File: config.mk
export PLATFORM = sky130hd
export DESIGN_NAME = stream_demux2
export DESIGN_NICKNAME = d
export VERILOG_FILES = /design/src/rtl/stream_demux2.sv
export SDC_FILE = /design/constraint.sdc
export NUM_CORES = 1
export LEC_CHECK = 0
export CAP_MARGIN = 20
export CELL_PAD_IN_SITES_DETAIL_PLACEMENT = 0
export CELL_PAD_IN_SITES_GLOBAL_PLACEMENT = 1
export CORE_ASPECT_RATIO = 0.75
export CORE_MARGIN = 3
export CORE_UTILIZATION = 45
export DETAILED_ROUTE_END_ITERATION = 6
export PLACE_DENSITY = 0.89
export SLEW_MARGIN = 20
export SYNTH_ARGS = -nofsm -noshare
export SYNTH_HDL_FRONTEND = slang
export SYNTH_HIERARCHICAL = 1
export SYNTH_SLANG_ARGS = --single-unit
File: constraint.sdc
create_clock -name clk -period 2.09 [get_ports clk]
set_input_delay 0.209 -clock clk [delete_from_list [all_inputs] [get_ports clk]]
set_output_delay 0.209 -clock clk [all_outputs]
set_load 0.01 [all_outputs]
File: src/rtl/stream_demux2.sv
// rtl/stream_demux2.sv - one-input, two-output stream demultiplexer with a 2-entry FIFO per port
// Bundle: stream_demux2_fifo (per-port buffer) followed by the stream_demux2 top.

module stream_demux2_fifo #(
  parameter int DATA_WIDTH = 32
) (
  input  logic                  clk,
  input  logic                  reset,
  input  logic                  push,
  input  logic [DATA_WIDTH-1:0] push_data,
  input  logic                  pop,
  output logic                  valid,
  output logic                  not_full,
  output logic [DATA_WIDTH-1:0] head
);

  logic [DATA_WIDTH-1:0] mem [2];
  logic [1:0]            count;
  logic                  rd_ptr;
  logic                  wr_ptr;
  logic                  do_push;
  logic                  do_pop;

  assign valid    = (count != 2'd0);
  assign not_full = (count != 2'd2);
  assign head     = mem[rd_ptr];

  // Fullness is judged on the current count, so a pop never frees a slot for a same-cycle push.
  assign do_push = push & not_full;
  assign do_pop  = pop & valid;

  always_ff @(posedge clk or posedge reset) begin
    if (reset) begin
      mem[0] <= '0;
      mem[1] <= '0;
      count  <= 2'd0;
      rd_ptr <= 1'b0;
      wr_ptr <= 1'b0;
    end else begin
      if (do_push) begin
        mem[wr_ptr] <= push_data;
        wr_ptr      <= ~wr_ptr;
      end
      if (do_pop) begin
        rd_ptr <= ~rd_ptr;
      end
      case ({do_push, do_pop})
        2'b10:   count <= count + 2'd1;
        2'b01:   count <= count - 2'd1;
        default: count <= count;
      endcase
    end
  end

`ifdef FORMAL
  always_comb begin
    assert (count <= 2'd2);
    assert (valid == (count != 2'd0));
    assert (!(push && !not_full));
  end
`endif

endmodule

module stream_demux2 #(
  parameter int DATA_WIDTH = 32,
  parameter int DEPTH      = 2
) (
  input  logic                  clk,
  input  logic                  reset,
  input  logic                  in_valid,
  output logic                  in_ready,
  input  logic [DATA_WIDTH-1:0] in_data,
  input  logic                  in_select,
  output logic                  out_a_valid,
  input  logic                  out_a_ready,
  output logic [DATA_WIDTH-1:0] out_a_data,
  output logic                  out_b_valid,
  input  logic                  out_b_ready,
  output logic [DATA_WIDTH-1:0] out_b_data
);

  if (DEPTH != 2) begin : g_bad_depth
    $error("stream_demux2 supports DEPTH=2 only");
  end

  logic a_not_full;
  logic b_not_full;
  logic push_a;
  logic push_b;

  // Ready depends only on the selected port, so a stalled port never blocks the other.
  assign in_ready = in_select ? b_not_full : a_not_full;
  assign push_a   = in_valid & in_ready & ~in_select;
  assign push_b   = in_valid & in_ready & in_select;

  stream_demux2_fifo #(.DATA_WIDTH(DATA_WIDTH)) u_fifo_a (
    .clk       (clk),
    .reset     (reset),
    .push      (push_a),
    .push_data (in_data),
    .pop       (out_a_ready),
    .valid     (out_a_valid),
    .not_full  (a_not_full),
    .head      (out_a_data)
  );

  stream_demux2_fifo #(.DATA_WIDTH(DATA_WIDTH)) u_fifo_b (
    .clk       (clk),
    .reset     (reset),
    .push      (push_b),
    .push_data (in_data),
    .pop       (out_b_ready),
    .valid     (out_b_valid),
    .not_full  (b_not_full),
    .head      (out_b_data)
  );

endmodule
=== Word-level counts from Yosys, hierarchy flattened ===
Cells that the tools add are included.

* Bits in registers: 136
* Output and inout bits: 67
* Logic and storage cells: 63

* Add/sub/neg operators: 4
* $lt $le $gt $ge: 6
* Eq/ne operators: 6
* Muxes and demuxes: 15
* Bitwise operators: 16
* Reduce and logical (&&, ||, !) cells: 6

{| class="wikitable"
|+ Operators by type and width
! cell !! number
|-
| $mux W32 || 8
|-
| $bwmux W64 || 2
|-
| $demux W32 S1 || 2
|-
| $ge A2 B2 Y1 const B || 4
|-
| $not A1 Y2 || 4
|-
| $pmux W2 S2 || 2
|-
| $reduce_bool A2 Y1 || 4
|-
| $and A1 B1 Y1 || 7
|-
| $not A1 Y1 || 5
|-
| $add A2 B1 Y2 const B || 2
|-
| $eq A2 B1 Y1 const B || 2
|-
| $eq A2 B2 Y1 const B || 2
|-
| $lt A2 B1 Y1 const B || 2
|-
| $ne A2 B2 Y1 const B || 2
|-
| $sub A2 B1 Y2 const B || 2
|-
| $logic_and A1 B1 Y1 || 2
|-
| $mux W1 || 1
|}

=== Longest topological paths before layout ===
* Depth in word-level cells: 7
* Mapped depth: 7
* Mapped depth without buffers: 7

=== Hierarchy ===
Netlist, hierarchy kept.

{| class="wikitable"
|+ Modules (own cells, without submodules)
! module !! times used !! cells each !! area an instance (um2) !! seq. area each (um2)
|-
| stream_demux2_fifo || 2 || 189 || 3,135.5 || 1,701.6
|-
| stream_demux2 || 1 || 3 || 32.5 || 0.0
|}

=== Least setup slack after synthesis ===
OpenSTA, ideal clock, no wires.

* Path type: reg-to-reg
* Start point: register u_fifo_a.count[0]
* End point: register u_fifo_a/mem[0] (netlist bit)
* Setup time: 0.125 ns
* Arrival time: 1.481 ns
* Slack: 0.484 ns
* Cell stages (with the launch flop): 7
* Buffers on the path: 2
* Period minus slack after synthesis: 1.606 ns
* Cell sequence: dfrtp_1 nand2b_4 and3b_2 and3_4 buf_6 buf_12 mux2_4

* Word-level cells in the longest chain between the ends: 5

{| class="wikitable"
|+ Ends and longest elaborated chain
! element !! RTL line !! text
|-
| start: declaration || 18 || <nowiki>logic [1:0] count;</nowiki>
|-
| start signal: assignment || 48 || <nowiki>2'b10: count <= count + 2'd1;</nowiki>
|-
| start signal: assignment || 49 || <nowiki>2'b01: count <= count - 2'd1;</nowiki>
|-
| start signal: assignment || 50 || <nowiki>default: count <= count;</nowiki>
|-
| $ne A2 B2 Y1 || 25 || <nowiki>assign not_full = (count != 2'd2);</nowiki>
|-
| via a_not_full || 87 || <nowiki>logic a_not_full;</nowiki>
|-
| $mux W1 || 93 || <nowiki>assign in_ready = in_select ? b_not_full : a_not_full;</nowiki>
|-
| $and A1 B1 Y1 (2 in series) || 94 || <nowiki>assign push_a = in_valid & in_ready & ~in_select;</nowiki>
|-
| via push_a || 89 || <nowiki>logic push_a;</nowiki>
|-
| $and A1 B1 Y1 || 29 || <nowiki>assign do_push = push & not_full;</nowiki>
|-
| end signal: indexed assignment || 41 || <nowiki>mem[wr_ptr] <= push_data;</nowiki>
|-
| end: declaration || 17 || <nowiki>logic [DATA_WIDTH-1:0] mem [2];</nowiki>
|}

The timed path passes the listed nets, and every way through them passes these cells.
A chain may end at the register's enable or synchronous reset.

=== Worst setup path in the final report ===
* Start point: register u_fifo_a.rd_ptr
* End point: output out_a_data[17]

* Word-level cells in the longest chain between the ends: 4

{| class="wikitable"
|+ Ends and longest elaborated chain
! element !! RTL line !! text
|-
| start: declaration || 19 || <nowiki>logic rd_ptr;</nowiki>
|-
| start signal: assignment || 45 || <nowiki>rd_ptr <= ~rd_ptr;</nowiki>
|-
| $not A1 Y2 (not written as such) || 26 || <nowiki>assign head = mem[rd_ptr];</nowiki>
|-
| $mux W32 (not written as such) (3 in series) || 26 ||
|-
| end: declaration || 77 || <nowiki>output logic [DATA_WIDTH-1:0] out_a_data,</nowiki>
|}

Every way passes these cells. The select of a mux whose other input is x is not followed.

==> impl_metrics.sql <==
INSERT INTO impl_metrics (metric_group, metric, value, unit) VALUES
('route', 'dr.pass1.iters', '4', ''),
('synthesis', 'synth-compound-area-share', '0', '%'),
('setup_path', 'critPathArrivalTime', '1840', 'ps'),
('sta', 'tightestPinTransition', '464.3', 'ps'),
('synthesis', 'synth_async_sr_flop_share', '100.0', '%'),
('synthesis', 'largest_family_of_logic_cells_by_synthesized_area', 'multiplexers', ''),
('setup_path', 'reg2reg_depth', '5', ''),
('flow_run', 'max-cap-violations', '0', ''),
('layout', 'synthToLayoutAreaGrowth', '31.42', '%'),
('worst_hold_path', 'min_path_type', 'primary input to async pin', ''),
('power_and_ir_drop', 'vdd.ir_drop.worst', '0.0008910', 'V'),
('power_and_ir_drop', 'total_power', '14.65', 'mW'),
('synthesis', 'post_synth_main_area_contributors', 'dfrtp_1 (54%), mux2_2 (24%), mux2_4 (15%), buf_12 (1.9%), buf_6 (1.4%)', ''),
('floorplan', 'floorplan.io_pins', '105', ''),
('layout', 'net_count_reported_at_finish', '541', ''),
('route', 'via_per_inst', '5.127', ''),
('status', 'run_status', 'complete, no violations', ''),
('setup_path', 'critical_path.startpoint_type', 'register', ''),
('layout', 'fillerInstances', '968', ''),
('synthesis', 'yosys-mux-area-fraction', '38.11', '%'),
('grt', 'initial_antenna_violation_count', '0', ''),
('cts', 'cts.hold.buffers_added', '0', ''),
('route', 'detail_route.wirelength', '13150', 'um'),
('synthesis', 'synth_warnings', '6', ''),
('setup_path', 'critical_path_capture_point_type', 'primary output', ''),
('route', 'vias', '3512', ''),
('setup_path', 'timing.critical_path.required', '1880', 'ps'),
('sta', 'hold_violations', '0', ''),
('setup_path', 'dominant_delay_contributor_by_cell_family_on_the_critical_path', 'buffers and inverters', ''),
('cts', 'tritoncts_clock_tree', 'yes', ''),
('floorplan', 'rows', '36', ''),
('setup_path', 'path_max_fanout', '17', ''),
('placement', 'dp.final_hpwl', '8762', 'um'),
('cts', 'total_cts_buffers', '17', ''),
('sta', 'finalSetupViolCount', '0', ''),
('placement', 'gp_congestion', '0.7167', ''),
('floorplan', 'die_area', '15480', 'um2'),
('power_and_ir_drop', 'static-leakage-power', '3.870', 'nW'),
('synthesis', 'adder_cell_share_of_the_synthesized_area', '0.3970', '%'),
('synthesis', 'synthCells', '381', ''),
('synthesis', 'synth_fp_nets', '421', ''),
('setup_path', 'crit_type', 'register to primary output', ''),
('grt', 'grt.total_usage', '17.93', '%'),
('synthesis', 'ys_top_cells_by_count', 'dfrtp_1 (136), mux2_2 (132), mux2_4 (61)', ''),
('cts', 'cts_root_buffer', 'clkbuf_16', ''),
('synthesis', 'ys_seq_elements', '136', ''),
('power_and_ir_drop', 'power_per_cell_area', '1768', 'nW/um2'),
('cts', 'cts.clk_slew.worst_paths', '60', 'ps'),
('setup_path', 'crit_chain', 'buf_12, mux2_2, clkdlybuf4s50_1', ''),
('floorplan', 'core_region_area', '13330', 'um2'),
('cts', 'cts.sink_count', '136', ''),
('synthesis', 'synth_top_area_share', '53.99', '%'),
('grt', 'pin_count_of_the_biggest_net_entering_global_routing', '69', ''),
('floorplan', 'die_h', '108.5', 'um'),
('synthesis', 'synth_sequential_area_ratio', '53.99', '%'),
('synthesis', 'number_of_flops_mapped_to_enable_cells_by_yosys', '0', ''),
('synthesis', 'avgSynthCellArea', '16.54', 'um2'),
('synthesis', 'yosysMostFrequentCell', 'dfrtp_1', ''),
('synthesis', 'yosys.cell_types.count', '20', ''),
('route', 'antenna_left', '0', ''),
('synthesis', 'postSynth.topFlopCell', 'dfrtp_1', ''),
('layout', 'post_route_cells_drive_above_1_share', '50.19', '%'),
('sta', 'final.setup_skew', '10.61', 'ps'),
('floorplan', 'initial_utilization', '47.28', '%'),
('sta', 'slew-limit-headroom', '69.04', '%'),
('grt', 'grt_pass1_wl', '21510', 'um'),
('sta', 'period_minus_slack', '2045', 'ps'),
('cts', 'cts-htree-levels', '4', ''),
('sta', 'finalCritPeriodShare', '97.83', '%'),
('sta', 'max_slew_violation_total_from_the_final_report', '0', ''),
('cts', 'clock_insertion_delay_worst_skew', '410', 'ps');
cell usage in the layout (no fill, tap or decap), drive strengths merged:
cell / Yosys / final
and3b: 1 / 1
inv: 2 / 4
nor2: 2 / 2
or2: 2 / 2
dfrtp: 136 / 136
mux2: 193 / 193
xnor2: 6 / 6
clkinv: 0 / 4
and2: 2 / 2
bufinv: 0 / 3
and3: 3 / 3
clkdlybuf4s50: 0 / 76
ha: 2 / 2
clkbuf: 2 / 22
nand2b: 2 / 2
xor2: 4 / 4
dlymetal6s2s: 0 / 28
buf: 20 / 19
nand3b: 2 / 2
clkinvlp: 0 / 1
nand2: 2 / 2
per-layer routing:
| layer | up-vias | part of all wire (%) | global-route usage, % |
|---|---|---|---|
| met5 | - | 0 | 0 |
| met4 | 0 | 0.62 | 4.681 |
| met3 | 7 | 3.8 | 4.686 |
| met2 | 72 | 48 | 27.14 |
| met1 | 1840 | 48 | 25.76 |
| li1 | 1593 | - | - |
state kept, by name, indices dropped and copies added, names as in the netlist:
register         count
u_fifo_a/mem        64
u_fifo_b/mem        64
u_fifo_a/count       2
u_fifo_b/count       2
u_fifo_a/rd_ptr      1
u_fifo_a/wr_ptr      1
u_fifo_b/rd_ptr      1
u_fifo_b/wr_ptr      1
per-stage QoR:
| stage | util (%) | setup WS (ps) | std cells | setup TNS, ps | instance area, um2 |
|---|---|---|---|---|---|
| 2_1_floorplan | - | 169.5 | 381 | 0 | 6304 |
| 3_3_place_gp | 56.25 | 252.6 | 649 | 0 | 7500 |
| 3_5_place_dp | 56.25 | 214.2 | 649 | 0 | 7500 |
| 4_1_cts | 61.21 | -23.03 | 681 | -126.2 | 8160 |
| 5_1_grt | 62.13 | -17.88 | 685 | -74.71 | 8284 |
| 6_report | 62.13 | 45.26 | 685 | 0 | 8284 |
worst register-to-register path, delay by kind of cell, from the launching register on:
kind / cells / cell delay, ps
buffers and inverters: 1 / 180
muxes: 1 / 360
and+or+nand+nor: 3 / 670
DFF: 1 / 420
timing repair:
action,CTS,global route
gates cloned,0,0
resized for setup,7,34
setup buffers,0,4
hold endpoints to repair,0,0
endpoints found under the setup margin,63,60
power breakdown:
part / leakage, nW / switching, mW / internal [mW]
registers: 1.62 / 0.742 / 3.99
logic: 1.94 / 2.39 / 4.36
clock network: 0.313 / 1.13 / 2.04
total: 3.87 / 4.26 / 10.4
cell families after synthesis:
kind of cell | Yosys count
and+or+nand+nor | 16
xor gates and xnor gates | 10
adders and majority gates | 2
muxes | 193
buffers and inverters | 24
DFF | 136
final timing paths:
check / startpoint / end / slack [ps]
min in group clk: u_fifo_a/wr_ptr$_DFFE_PP0N_ / u_fifo_a/wr_ptr$_DFFE_PP0N_ / 490
max reg2reg: u_fifo_b/count[0]$_DFFE_PP0P_ / u_fifo_b/mem[5]$_DFFE_PP0P_ / 350
max in group asynchronous: reset / u_fifo_a/rd_ptr$_DFFE_PP0P_ / 1430
max: u_fifo_a/rd_ptr$_DFFE_PP0P_ / out_a_data[17] / 50
min reg2reg: u_fifo_a/wr_ptr$_DFFE_PP0N_ / u_fifo_a/wr_ptr$_DFFE_PP0N_ / 490
min: reset / u_fifo_b/mem[26]$_DFFE_PP0P_ / 280
layout make-up:
cell class | count | area [um2] | share of cell area (%)
clock buffers | 22 | 494.2 | 5.966
inverters | 2 | 7.507 | 0.09062
flip-flops and latches | 136 | 3406 | 41.11
clock inverters | 10 | 138.9 | 1.676
well taps | 171 | 214.0 | 2.583
multi-input cells | 221 | 2645 | 31.93
repair buffers | 123 | 1379 | 16.64
(Power assumes the default switching activity.)
